<file path="src/rtl/io_bus_ctrl.sv">
// io_bus_ctrl: IO-space bus slave with output/input/bidirectional GPIO registers and an N-chip-select SPI sequencer.
// Define IO_BUS_IRQ_EN to build the GPIO rising-edge interrupt block (IRQ_EN/IRQ_PEND at 0C/0D and irq).
module io_bus_ctrl #(
    parameter int OUT_WIDTH   = 4,
    parameter int IN_WIDTH    = 6,
    parameter int GPIO_WIDTH  = 5,
    parameter int NUM_CS      = 4,
    parameter int SPI_TIMEOUT = 255
) (
    input  logic                  clk,
    input  logic                  rst,
    input  logic                  req,
    input  logic                  we,
    input  logic [7:0]            addr,
    input  logic [31:0]           wdata,
    output logic [31:0]           rdata,
    output logic                  done,
    output logic [OUT_WIDTH-1:0]  outputs,
    input  logic [IN_WIDTH-1:0]   inputs,
    output logic [GPIO_WIDTH-1:0] io_dir,
    output logic [GPIO_WIDTH-1:0] io_out,
    input  logic [GPIO_WIDTH-1:0] io_in,
    output logic                  spi_start,
    output logic [7:0]            spi_tx,
    input  logic                  spi_done,
    input  logic [7:0]            spi_rx,
    output logic [NUM_CS-1:0]     spi_cs_n,
    output logic                  irq,
    output logic [1:0]            dbg_state
);
    // Handshake: the master raises req and holds it; done rises one cycle after the
    // access (or when the SPI transfer ends) and holds until req is sampled low.
    typedef enum logic [1:0] {S_IDLE = 2'd0, S_DONE = 2'd1, S_SPI_WAIT = 2'd2} state_t;
    localparam int CW = $clog2(SPI_TIMEOUT + 1);

    state_t                state_q, state_d;
    logic [31:0]           rdata_q, rdata_d, rd_val;
    logic [OUT_WIDTH-1:0]  out_q, out_d;
    logic [IN_WIDTH-1:0]   in_q;
    logic [GPIO_WIDTH-1:0] dir_q, dir_d, gpio_in_q, gpio_out_q, gpio_out_d;
    logic [7:0]            tx_q, tx_d, rx_q, rx_d;
    logic                  timeout_q, timeout_d, bad_cs_q, bad_cs_d, start_q, start_d;
    logic [CW-1:0]         cnt_q, cnt_d;
    logic [NUM_CS-1:0]     cs_n_q, cs_n_d;
    logic                  unused_wdata;

`ifdef IO_BUS_IRQ_EN
    logic [GPIO_WIDTH-1:0] prev_q, irq_en_q, irq_en_d, pend_q, pend_d, pend_clr;
    logic                  irq_q;
`endif

    always_comb begin
        rd_val = '0;
        case (addr)
            8'h00: rd_val[OUT_WIDTH-1:0]  = out_q;
            8'h01: rd_val[IN_WIDTH-1:0]   = in_q;
            8'h02: rd_val[GPIO_WIDTH-1:0] = dir_q;
            8'h03: rd_val[GPIO_WIDTH-1:0] = gpio_in_q;
            8'h04: rd_val[GPIO_WIDTH-1:0] = gpio_out_q;
            8'h06: rd_val[2:0]            = {bad_cs_q, timeout_q, state_q == S_SPI_WAIT};
            8'h07: rd_val[7:0]            = tx_q;
            8'h08: rd_val[7:0]            = rx_q;
`ifdef IO_BUS_IRQ_EN
            8'h0C: rd_val[GPIO_WIDTH-1:0] = irq_en_q;
            8'h0D: rd_val[GPIO_WIDTH-1:0] = pend_q;
`endif
            default: rd_val = '0;
        endcase
    end

    always_comb begin
        state_d    = state_q;
        rdata_d    = rdata_q;
        out_d      = out_q;
        dir_d      = dir_q;
        gpio_out_d = gpio_out_q;
        tx_d       = tx_q;
        rx_d       = rx_q;
        timeout_d  = timeout_q;
        bad_cs_d   = bad_cs_q;
        start_d    = 1'b0;
        cnt_d      = cnt_q;
        cs_n_d     = cs_n_q;
`ifdef IO_BUS_IRQ_EN
        irq_en_d   = irq_en_q;
        pend_clr   = '0;
`endif
        case (state_q)
            S_IDLE: begin
                if (req) begin
                    state_d = S_DONE;
                    rdata_d = we ? 32'd0 : rd_val;
                    if (we) begin
                        case (addr)
                            8'h00: out_d      = wdata[OUT_WIDTH-1:0];
                            8'h02: dir_d      = wdata[GPIO_WIDTH-1:0];
                            8'h04: gpio_out_d = wdata[GPIO_WIDTH-1:0] & dir_q;
                            8'h05: begin
                                if (wdata[0]) begin
                                    if ({29'd0, wdata[3:1]} < 32'(NUM_CS)) begin
                                        state_d   = S_SPI_WAIT;
                                        timeout_d = 1'b0;
                                        bad_cs_d  = 1'b0;
                                        start_d   = 1'b1;
                                        cnt_d     = CW'(SPI_TIMEOUT);
                                        for (int i = 0; i < NUM_CS; i++)
                                            cs_n_d[i] = (wdata[3:1] != 3'(i));
                                    end else begin
                                        bad_cs_d = 1'b1;
                                    end
                                end
                            end
                            8'h07: tx_d = wdata[7:0];
`ifdef IO_BUS_IRQ_EN
                            8'h0C: irq_en_d = wdata[GPIO_WIDTH-1:0];
                            8'h0D: pend_clr = wdata[GPIO_WIDTH-1:0];
`endif
                            default: ;
                        endcase
                    end
                end
            end
            S_SPI_WAIT: begin
                // A master that dropped req mid-transfer gets no done pulse.
                if (spi_done) begin
                    rx_d    = spi_rx;
                    cs_n_d  = '1;
                    state_d = req ? S_DONE : S_IDLE;
                end else if (cnt_q == CW'(1)) begin
                    timeout_d = 1'b1;
                    cs_n_d    = '1;
                    state_d   = req ? S_DONE : S_IDLE;
                end else begin
                    cnt_d = cnt_q - CW'(1);
                end
            end
            S_DONE: begin
                if (!req) state_d = S_IDLE;
            end
            default: state_d = S_IDLE;
        endcase
`ifdef IO_BUS_IRQ_EN
        // A new edge wins over a write-1-to-clear in the same cycle.
        pend_d = (pend_q & ~pend_clr) | (gpio_in_q & ~prev_q);
`endif
    end

    always_ff @(posedge clk or posedge rst) begin
        if (rst) begin
            state_q    <= S_IDLE;
            rdata_q    <= '0;
            out_q      <= '0;
            in_q       <= '0;
            dir_q      <= '0;
            gpio_in_q  <= '0;
            gpio_out_q <= '0;
            tx_q       <= '0;
            rx_q       <= '0;
            timeout_q  <= 1'b0;
            bad_cs_q   <= 1'b0;
            start_q    <= 1'b0;
            cnt_q      <= '0;
            cs_n_q     <= '1;
        end else begin
            state_q    <= state_d;
            rdata_q    <= rdata_d;
            out_q      <= out_d;
            in_q       <= inputs;
            dir_q      <= dir_d;
            gpio_in_q  <= io_in & ~dir_q;
            gpio_out_q <= gpio_out_d;
            tx_q       <= tx_d;
            rx_q       <= rx_d;
            timeout_q  <= timeout_d;
            bad_cs_q   <= bad_cs_d;
            start_q    <= start_d;
            cnt_q      <= cnt_d;
            cs_n_q     <= cs_n_d;
        end
    end

`ifdef IO_BUS_IRQ_EN
    always_ff @(posedge clk or posedge rst) begin
        if (rst) begin
            prev_q   <= '0;
            irq_en_q <= '0;
            pend_q   <= '0;
            irq_q    <= 1'b0;
        end else begin
            prev_q   <= gpio_in_q;
            irq_en_q <= irq_en_d;
            pend_q   <= pend_d;
            irq_q    <= |(pend_q & irq_en_q);
        end
    end
    assign irq = irq_q;
`else
    assign irq = 1'b0;
`endif

    assign unused_wdata = ^wdata;
    assign rdata     = rdata_q;
    assign done      = (state_q == S_DONE);
    assign outputs   = out_q;
    assign io_dir    = dir_q;
    assign io_out    = gpio_out_q;
    assign spi_start = start_q;
    assign spi_tx    = tx_q;
    assign spi_cs_n  = cs_n_q;
    assign dbg_state = state_q;
endmodule
</file>
<file path="config.mk">
export PLATFORM = sky130hd
export DESIGN_NAME = io_bus_ctrl
export DESIGN_NICKNAME = d
export VERILOG_FILES = /design/src/rtl/io_bus_ctrl.sv
export SDC_FILE = /design/constraint.sdc
export NUM_CORES = 1
export LEC_CHECK = 0
export CAP_MARGIN = 20
export CORE_ASPECT_RATIO = 0.5
export CORE_MARGIN = 8
export CORE_UTILIZATION = 45
export DETAILED_ROUTE_END_ITERATION = 8
export DONT_BUFFER_PORTS = 1
export PLACE_DENSITY = 0.67
export SETUP_SLACK_MARGIN = 0.02
export SYNTH_ARGS = -nofsm -noshare
export SYNTH_HDL_FRONTEND = slang
export SYNTH_SLANG_ARGS = --single-unit
</file>
<file path="constraint.sdc">
create_clock -name clk -period 4.95 [get_ports clk]
set_clock_uncertainty 0.05 [all_clocks]
set_input_delay 0.99 -clock clk [delete_from_list [all_inputs] [get_ports clk]]
set_output_delay 0.99 -clock clk [all_outputs]
set_load 0.02 [all_outputs]
</file>
==> key figures, run 1 <==
Status
  – Result of the run: finished, final reports clean

Clock network
  – TritonCTS clock tree: built
  – Cts hold-fix bufs: 0
  – Number of H-tree branching levels: 3
  – Clock network latency to the later pin of the worst-skew pair: between 0.3 and 0.4 ns
  – TritonCTS Buffers: 9
  – Post-cts repair resize count: 0
  – Setup Fix Bufs, Post-CTS: 0
  – CTS Buffer Depth: 2
  – Clock tree sinks: 66
  – CTS clock-pin slew for the worst setup and hold paths: around 0.06 ns
  – Clock root buffer master: sky130_fd_sc_hd__clkbuf_16

Critical path
  – Critical Path AT: around 2.7 ns
  – FF-to-FF setup slack: around 2.8 ns
  – Worst-path maximum fanout: 12
  – Kind of end point of the critical path: flop
  – Path type of the worst setup path: primary input to flop
  – Crit path launch type: primary input
  – Start point of the critical path: addr[7]
  – Cells on worst reg2reg path: 6
  – Launch point of the worst reg-to-reg path: dbg_state[1]
  – Endpoint of the most critical setup path: cnt_q[1]
  – Worst endpoint required time: approximately 5.1 ns
  – Endpoint of the lowest-slack register-to-register path: cnt_q[7]

Final layout
  – Area grow syn2layout: 8.306%
  – Count of placed standard cells in the final layout, fillers left out: 419
  – Ratio of cells with drive above 1 in the final layout: 0.1734
  – Fill cell total of the finished layout: approximately 650
  – Area of all placed cells without fillers: around 0.0037 mm2
  – Number of nets in the finished design: 384
  – Antenna diodes: 0

Placed design
  – Port buffer count: 0
  – Cell area after placement: between 0.003 and 0.004 mm2
  – Placed cells: 403
  – HPWL after detailed placement: ~6000 um
  – Pre-CTS WS: 2.120 ns
  – Gpl congestion: slightly above 0.8

Detailed routing
  – DRT antenna net count: 0
  – Routed wirelength normalized by instance count: roughly 20 um
  – Number of iterations in the first detailed-routing pass: 4
  – Number of DRC violations after detailed routing: 0
  – Via density per instance: roughly 5.7
  – Iter 0 DRT Violations: roughly 180
  – Vias post-DR: between 2000 and 2500
  – Routed Wire Length: roughly 8400 um

Yosys
  – Cell taking the most area after synthesis: sky130_fd_sc_hd__dfrtp_1
  – Top cells by area, synth: sky130_fd_sc_hd__dfrtp_1, sky130_fd_sc_hd__mux2_2, sky130_fd_sc_hd__buf_4
  – Number of flip-flops and latches in the synthesized netlist: 66
  – Synth cell types: 54
  – Cells after Synth: 321
  – Share of Yosys cell area claimed by the top area cell type: 0.4577
  – Ys flop type: sky130_fd_sc_hd__dfrtp_1
  – EDFF count, synth: 0
  – Total of warnings raised by yosys: 0
  – Average cell area after synthesis: 10.56 um2
  – Share of async-settable or async-resettable flops after synthesis: 1.000
  – Proportion of synthesized chip area in sequential cells: 0.4887
  – Post-synthesis cell area: approximately 0.0034 mm2

Timing
  – Post-route setup slack: between 2 and 2.5 ns
  – Number of slew-limit violations in the final report: 0
  – RSZ-0062 raised after global routing: no
  – Transition time of the tightest slew-check pin: 0.8211 ns
  – Final Hold Fails: 0
  – Final worst path period share: 0.5044
  – Maximum clock frequency: 400.5 MHz
  – Tightest slew margin relative to the limit: 0.4526
  – Summed negative setup slack over all endpoints: 0 ns
  – Number of setup violations in the final report: 0
  – Post-route minimum period: 2.497 ns

Run
  – Max-capacitance violation count: 0

Global routing
  – GRT Util Overall: 0.1559
  – Largest net degree at the start of global routing: 67
  – Via count of the first global-routing pass: between 2000 and 2500
  – First-pass GRT wire length: around 13000 um
  – Initial antenna violation count: 0
  – GRT overflow: 0

Hold path
  – Class of the worst hold path: flop to flop
  – Start point of the worst hold path: timeout_q

Die
  – Die span in x: about 140 um
  – Top Ports: about 130
  – Area enclosed by the die boundary: 0.01073 mm2
  – Number of rows created at floorplan: 22
  – Core ar.: 0.007322 mm2
  – Height of the die: approximately 77 um
  – Starting density of the core: 0.4629

Pwr
  – Total power per unit cell area: roughly 360 mW/mm2
  – Total power after layout: 1.318 mW
  – Worst ir drop on vdd: roughly 0.00024 V
  – Pleak: between 1.5 and 2 nW
per-layer routing:
metal | vias up | track usage | part of all wire
met3 | 6 | 0.08303 | 0.11
met2 | 96 | 0.2406 | 0.46
li1 | 1089 | - | -
met4 | 0 | 0.06840 | 0.011
met5 | - | 0 | 0
met1 | 1197 | 0.1790 | 0.42
state kept, by name (all words and copies together), names as in the netlist, 5 cells and up:
name / cells
in_q: 6
rdata: 8
io_dir: 5
cnt_q: 8
rx_q: 8
io_out: 5
spi_tx: 8
gpio_in_q: 5
layout by cell type, fill, tap and decap left out, types with 6 or more instances in the layout:
cell / instances
sky130_fd_sc_hd__nand2_1: 40
sky130_fd_sc_hd__a21oi_1: 7
sky130_fd_sc_hd__mux2i_1: 6
sky130_fd_sc_hd__o21ai_0: 21
sky130_fd_sc_hd__clkbuf_16: 9
sky130_fd_sc_hd__nor2_1: 12
sky130_fd_sc_hd__mux2_2: 19
sky130_fd_sc_hd__nand3_1: 8
sky130_fd_sc_hd__conb_1: 25
sky130_fd_sc_hd__dfrtp_1: 62
sky130_fd_sc_hd__a22o_1: 6
sky130_fd_sc_hd__nor2b_1: 12
per-stage QoR:
stage,hold WS [ns],utilization
after CTS,0.4431,0.5014
after floorplan,0.4102,-
after global routing,0.4755,0.5014
after detailed placement,0.4289,0.4578
after global placement,0.4238,0.4571
final,0.4392,0.5014
worst max-delay path: stages:
cell                       delay, ns
sky130_fd_sc_hd__nor4_4         0.56
sky130_fd_sc_hd__nand4_1        0.57
sky130_fd_sc_hd__nand2b_1       0.34
sky130_fd_sc_hd__nor2_1         0.07
sky130_fd_sc_hd__a31oi_1        0.15
power by group:
part / leakage (nW) / internal (mW) / total [mW] / switching, mW
clock network: 0.151 / 0.439 / 0.670 / 0.231
logic: 0.612 / 0.0227 / 0.0724 / 0.0497
registers: 0.871 / 0.557 / 0.576 / 0.0189
total: 1.63 / 1.02 / 1.32 / 0.299
cell families (layout without fill, tap and decap cells):
group | count (synthesis) | in the layout | share of synthesized area
AND/OR/NAND/NOR | 109 | 109 | 0.1842
flip-flops | 66 | 66 | 0.4887
AO/OA/AOI/OAI | 62 | 62 | 0.1214
buffers and inverters | 46 | 24 | 0.08343
multiplexers | 30 | 30 | 0.1008
XOR/XNOR | 5 | 5 | 0.01292
adder cells (fa/ha/maj) | 2 | 2 | 0.007382
other | 1 | 25 | 0.001106
worst min path at each step:
stage	end	slack, ns	cells after the start
after CTS	timeout_q	0.44	1
after global routing	bad_cs_q	0.48	1
after global placement	timeout_q	0.42	1
after floorplan	timeout_q	0.41	1
final	timeout_q	0.44	1
after detailed placement	timeout_q	0.43	1
synth_stat cells, types with 3 or more instances:
master                     instances
sky130_fd_sc_hd__dfrtp_1          62
sky130_fd_sc_hd__nand2_1          40
sky130_fd_sc_hd__buf_4            25
sky130_fd_sc_hd__o21ai_0          21
sky130_fd_sc_hd__mux2_2           19
sky130_fd_sc_hd__nor2_1           12
sky130_fd_sc_hd__nor2b_1          12
sky130_fd_sc_hd__nand3_1           8
sky130_fd_sc_hd__a21oi_1           7
sky130_fd_sc_hd__buf_2             7
sky130_fd_sc_hd__clkbuf_1          7
sky130_fd_sc_hd__a22o_1            6
sky130_fd_sc_hd__inv_1             6
sky130_fd_sc_hd__mux2i_1           6
sky130_fd_sc_hd__and3_1            5
sky130_fd_sc_hd__nor3_1            5
sky130_fd_sc_hd__a211oi_1          4
sky130_fd_sc_hd__dfstp_2           4
sky130_fd_sc_hd__xor2_1            4
sky130_fd_sc_hd__a22oi_1           3
sky130_fd_sc_hd__a32oi_1           3
sky130_fd_sc_hd__and2_1            3
sky130_fd_sc_hd__mux2_4            3
sky130_fd_sc_hd__nor4_1            3
sky130_fd_sc_hd__o21a_1            3
sky130_fd_sc_hd__o22ai_1           3
sky130_fd_sc_hd__o32a_1            3
area by class of cell:
type / instances / area (um2) / area share
multi-input combinational: 233 / 1540 / 0.4196
inverter: 6 / 22.52 / 0.006135
tap: 96 / 120.1 / 0.03272
clock buffer: 9 / 225.2 / 0.06135
sequential: 66 / 1657 / 0.4513
clock inverter: 7 / 93.84 / 0.02556
timing repair buffer: 2 / 12.51 / 0.003408
Note: power is estimated with default switching activity, not from simulation.
==> run 2, diff against run 1 <==
clock period = 2.4 ns   (was 4.95 ns; I/O delays follow)
==> run 2 against run 1 <==
Die area unchanged; global-route usage up 0.35 points; sequential share of layout area down 0.35 points; register-to-register slack worse by 2.3 ns.
==> key figures, run 2 (same netlist as run 1, synthesis figures left out) <==
Status
  – Result of the run: finished, final reports clean

Die
  – Starting density of the core: 0.4629 (unchanged)
  – Die span in x: 138.7 um (unchanged)
  – Top Ports: 127 (unchanged)
  – Number of rows created at floorplan: 22 (unchanged)
  – Area enclosed by the die boundary: 0.01073 mm2 (unchanged)
  – Height of the die: 77.37 um (unchanged)
  – Core ar.: 0.007322 mm2 (unchanged)

Final layout
  – Count of placed standard cells in the final layout, fillers left out: 426 (+1.7%)
  – Area of all placed cells without fillers: 0.003700 mm2 (+0.78%)
  – Antenna diodes: 0 (unchanged)
  – Number of nets in the finished design: 391 (+1.8%)
  – Most frequent cells in the layout: sky130_fd_sc_hd__dfrtp_1, sky130_fd_sc_hd__nand2_1, sky130_fd_sc_hd__conb_1, sky130_fd_sc_hd__o21ai_0, sky130_fd_sc_hd__mux2_2
  – Core utilization of the finished layout: 0.5053 (+0.003930)
  – Area used by multi-input combinational logic: 0.001540 mm2 (unchanged)
  – Area grow syn2layout: 9.155%
  – Most common library cell in the layout ignoring fill and taps: sky130_fd_sc_hd__dfrtp_1
  – Ratio of cells with drive above 1 in the final layout: 0.1788 (+0.005413)
  – Register Area: 0.001657 mm2 (unchanged)
  – Fill cell total of the finished layout: 625 (-4.1%)

Global routing
  – Largest net degree at the start of global routing: 34 (-49%)
  – GRT overflow: 0 (unchanged)
  – First-pass GRT wire length: 13500 um (+2.5%)
  – GRT Util Overall: 0.1594 (+0.003493)
  – Via count of the first global-routing pass: 2420 (+2.6%)
  – Initial antenna violation count: 0 (unchanged)

Critical path
  – Endpoint of the most critical setup path: cnt_q[5]
  – Critical Path AT: 2.13 ns (-0.56 ns)
  – Kind of end point of the critical path: flop
  – Worst endpoint required time: 2.57 ns (-2.57 ns)
  – Cells on worst reg2reg path: 6 (unchanged)
  – Launch point of the worst reg-to-reg path: dbg_state[0]
  – Crit path launch type: flop
  – Worst-path maximum fanout: 10 (-2)
  – Start point of the critical path: dbg_state[0]
  – Path type of the worst setup path: flop to flop
  – FF-to-FF setup slack: 0.43 ns (-2.34 ns)
  – Endpoint of the lowest-slack register-to-register path: cnt_q[5]

Clock network
  – Clock root buffer master: sky130_fd_sc_hd__clkbuf_16
  – TritonCTS clock tree: built
  – TritonCTS Buffers: 9 (unchanged)
  – Number of H-tree branching levels: 3 (unchanged)
  – CTS Buffer Depth: 2 (unchanged)
  – Clock tree sinks: 66 (unchanged)
  – Post-cts repair resize count: 0 (unchanged)
  – Clock network latency to the later pin of the worst-skew pair: 0.33 ns (about the same)
  – CTS clock-pin slew for the worst setup and hold paths: 0.05 ns (about the same)

Detailed routing
  – Routed Wire Length: 8474 um (+0.84%)
  – Number of iterations in the first detailed-routing pass: 5 (+1)
  – Routed wirelength normalized by instance count: 19.89 um (-0.81%)
  – Number of DRC violations after detailed routing: 0 (unchanged)
  – Iter 0 DRT Violations: 133 (-27%)
  – DRT antenna net count: 0 (unchanged)
  – Vias post-DR: 2403 (+0.63%)
  – Via density per instance: 5.641 (-1.0%)

Timing
  – Transition time of the tightest slew-check pin: 0.4916 ns (-0.3294 ns)
  – Post-route minimum period: 1.969 ns
  – Tightest slew margin relative to the limit: 0.6700 (+0.2174)
  – Final worst path period share: 0.8205
  – Final-layout worst hold slack: 0.1270 ns (-0.3123 ns)
  – Number of setup violations in the final report: 0 (unchanged)
  – RSZ-0062 raised after global routing: no
  – Post-route setup slack: 0.4307 ns (-2.022 ns)
  – Summed negative setup slack over all endpoints: 0 ns (unchanged)
  – Maximum clock frequency: a little over 500 MHz
  – Final Hold Fails: 0 (unchanged)
  – Number of slew-limit violations in the final report: 0 (unchanged)

Hold path
  – Class of the worst hold path: primary input to flop

Pwr
  – Pleak: 1.661 nW (+1.6%)
  – Total power per unit cell area: 707.5 mW/mm2 (+97%)
  – Total power after layout: 2.618 mW (+99%)
  – Worst ir drop on vdd: 0.0003485 V (+48%)

Placed design
  – Pre-CTS WS: 0.3773 ns (-1.743 ns)
  – Port buffer count: 0 (unchanged)
  – HPWL after detailed placement: 6380 um (+3.5%)
  – Placed cells: 409 (+1.5%)
  – Gpl congestion: 0.8235 (+1.1%)
  – Cell area after placement: 0.003400 mm2 (+1.4%)

Run
  – Max-capacitance violation count: 0 (unchanged)
[run 2: metal layers]
layer / wire (um) / global-route usage / vias up
met1: 3469 / 0.1848 / 1198
met4: 72 / 0.04886 / 0
met5: 0 / 0 / -
li1: - / - / 1103
met2: 3987 / 0.2499 / 96
met3: 944 / 0.08913 / 6
[run 2: worst min path at each step]
stage	endpoint	depth (start not counted)	start
2_1_floorplan	timeout_q	1	timeout_q
3_3_place_gp	spi_start	1	rst
3_5_place_dp	spi_start	1	rst
4_1_cts	in_q[0]	0	inputs[0]
5_1_grt	in_q[0]	0	inputs[0]
6_report	in_q[0]	0	inputs[0]
[run 2: repair_timing]
item,in CTS,in global routing
hold endpoints to repair,1,0
setup buffers,0,0
hold buffers,1,0
[run 2: final cells by class]
type                    count  share of cell area
repair buffers              9             0.01894
multi-input cells         233              0.4163
clock inverters             3             0.01082
inverters                   6            0.006087
well taps                  96             0.03247
clock buffers              13             0.06764
flip-flops and latches     66              0.4478
[run 2: power breakdown]
part	leakage [nW]	internal (mW)	switching [mW]
logic	0.646	0.0515	0.105
clock network	0.144	0.829	0.445
registers	0.871	1.15	0.0371
[run 2: worst max-delay path, cell delays in order, from the launching register on]
cell and delay [ns]:
sky130_fd_sc_hd__dfrtp_1 0.43, sky130_fd_sc_hd__nand2b_1 0.24, sky130_fd_sc_hd__a311oi_1 0.48, sky130_fd_sc_hd__buf_4 0.25
sky130_fd_sc_hd__nand4b_1 0.14, sky130_fd_sc_hd__xor2_1 0.18, sky130_fd_sc_hd__nand2_1 0.07
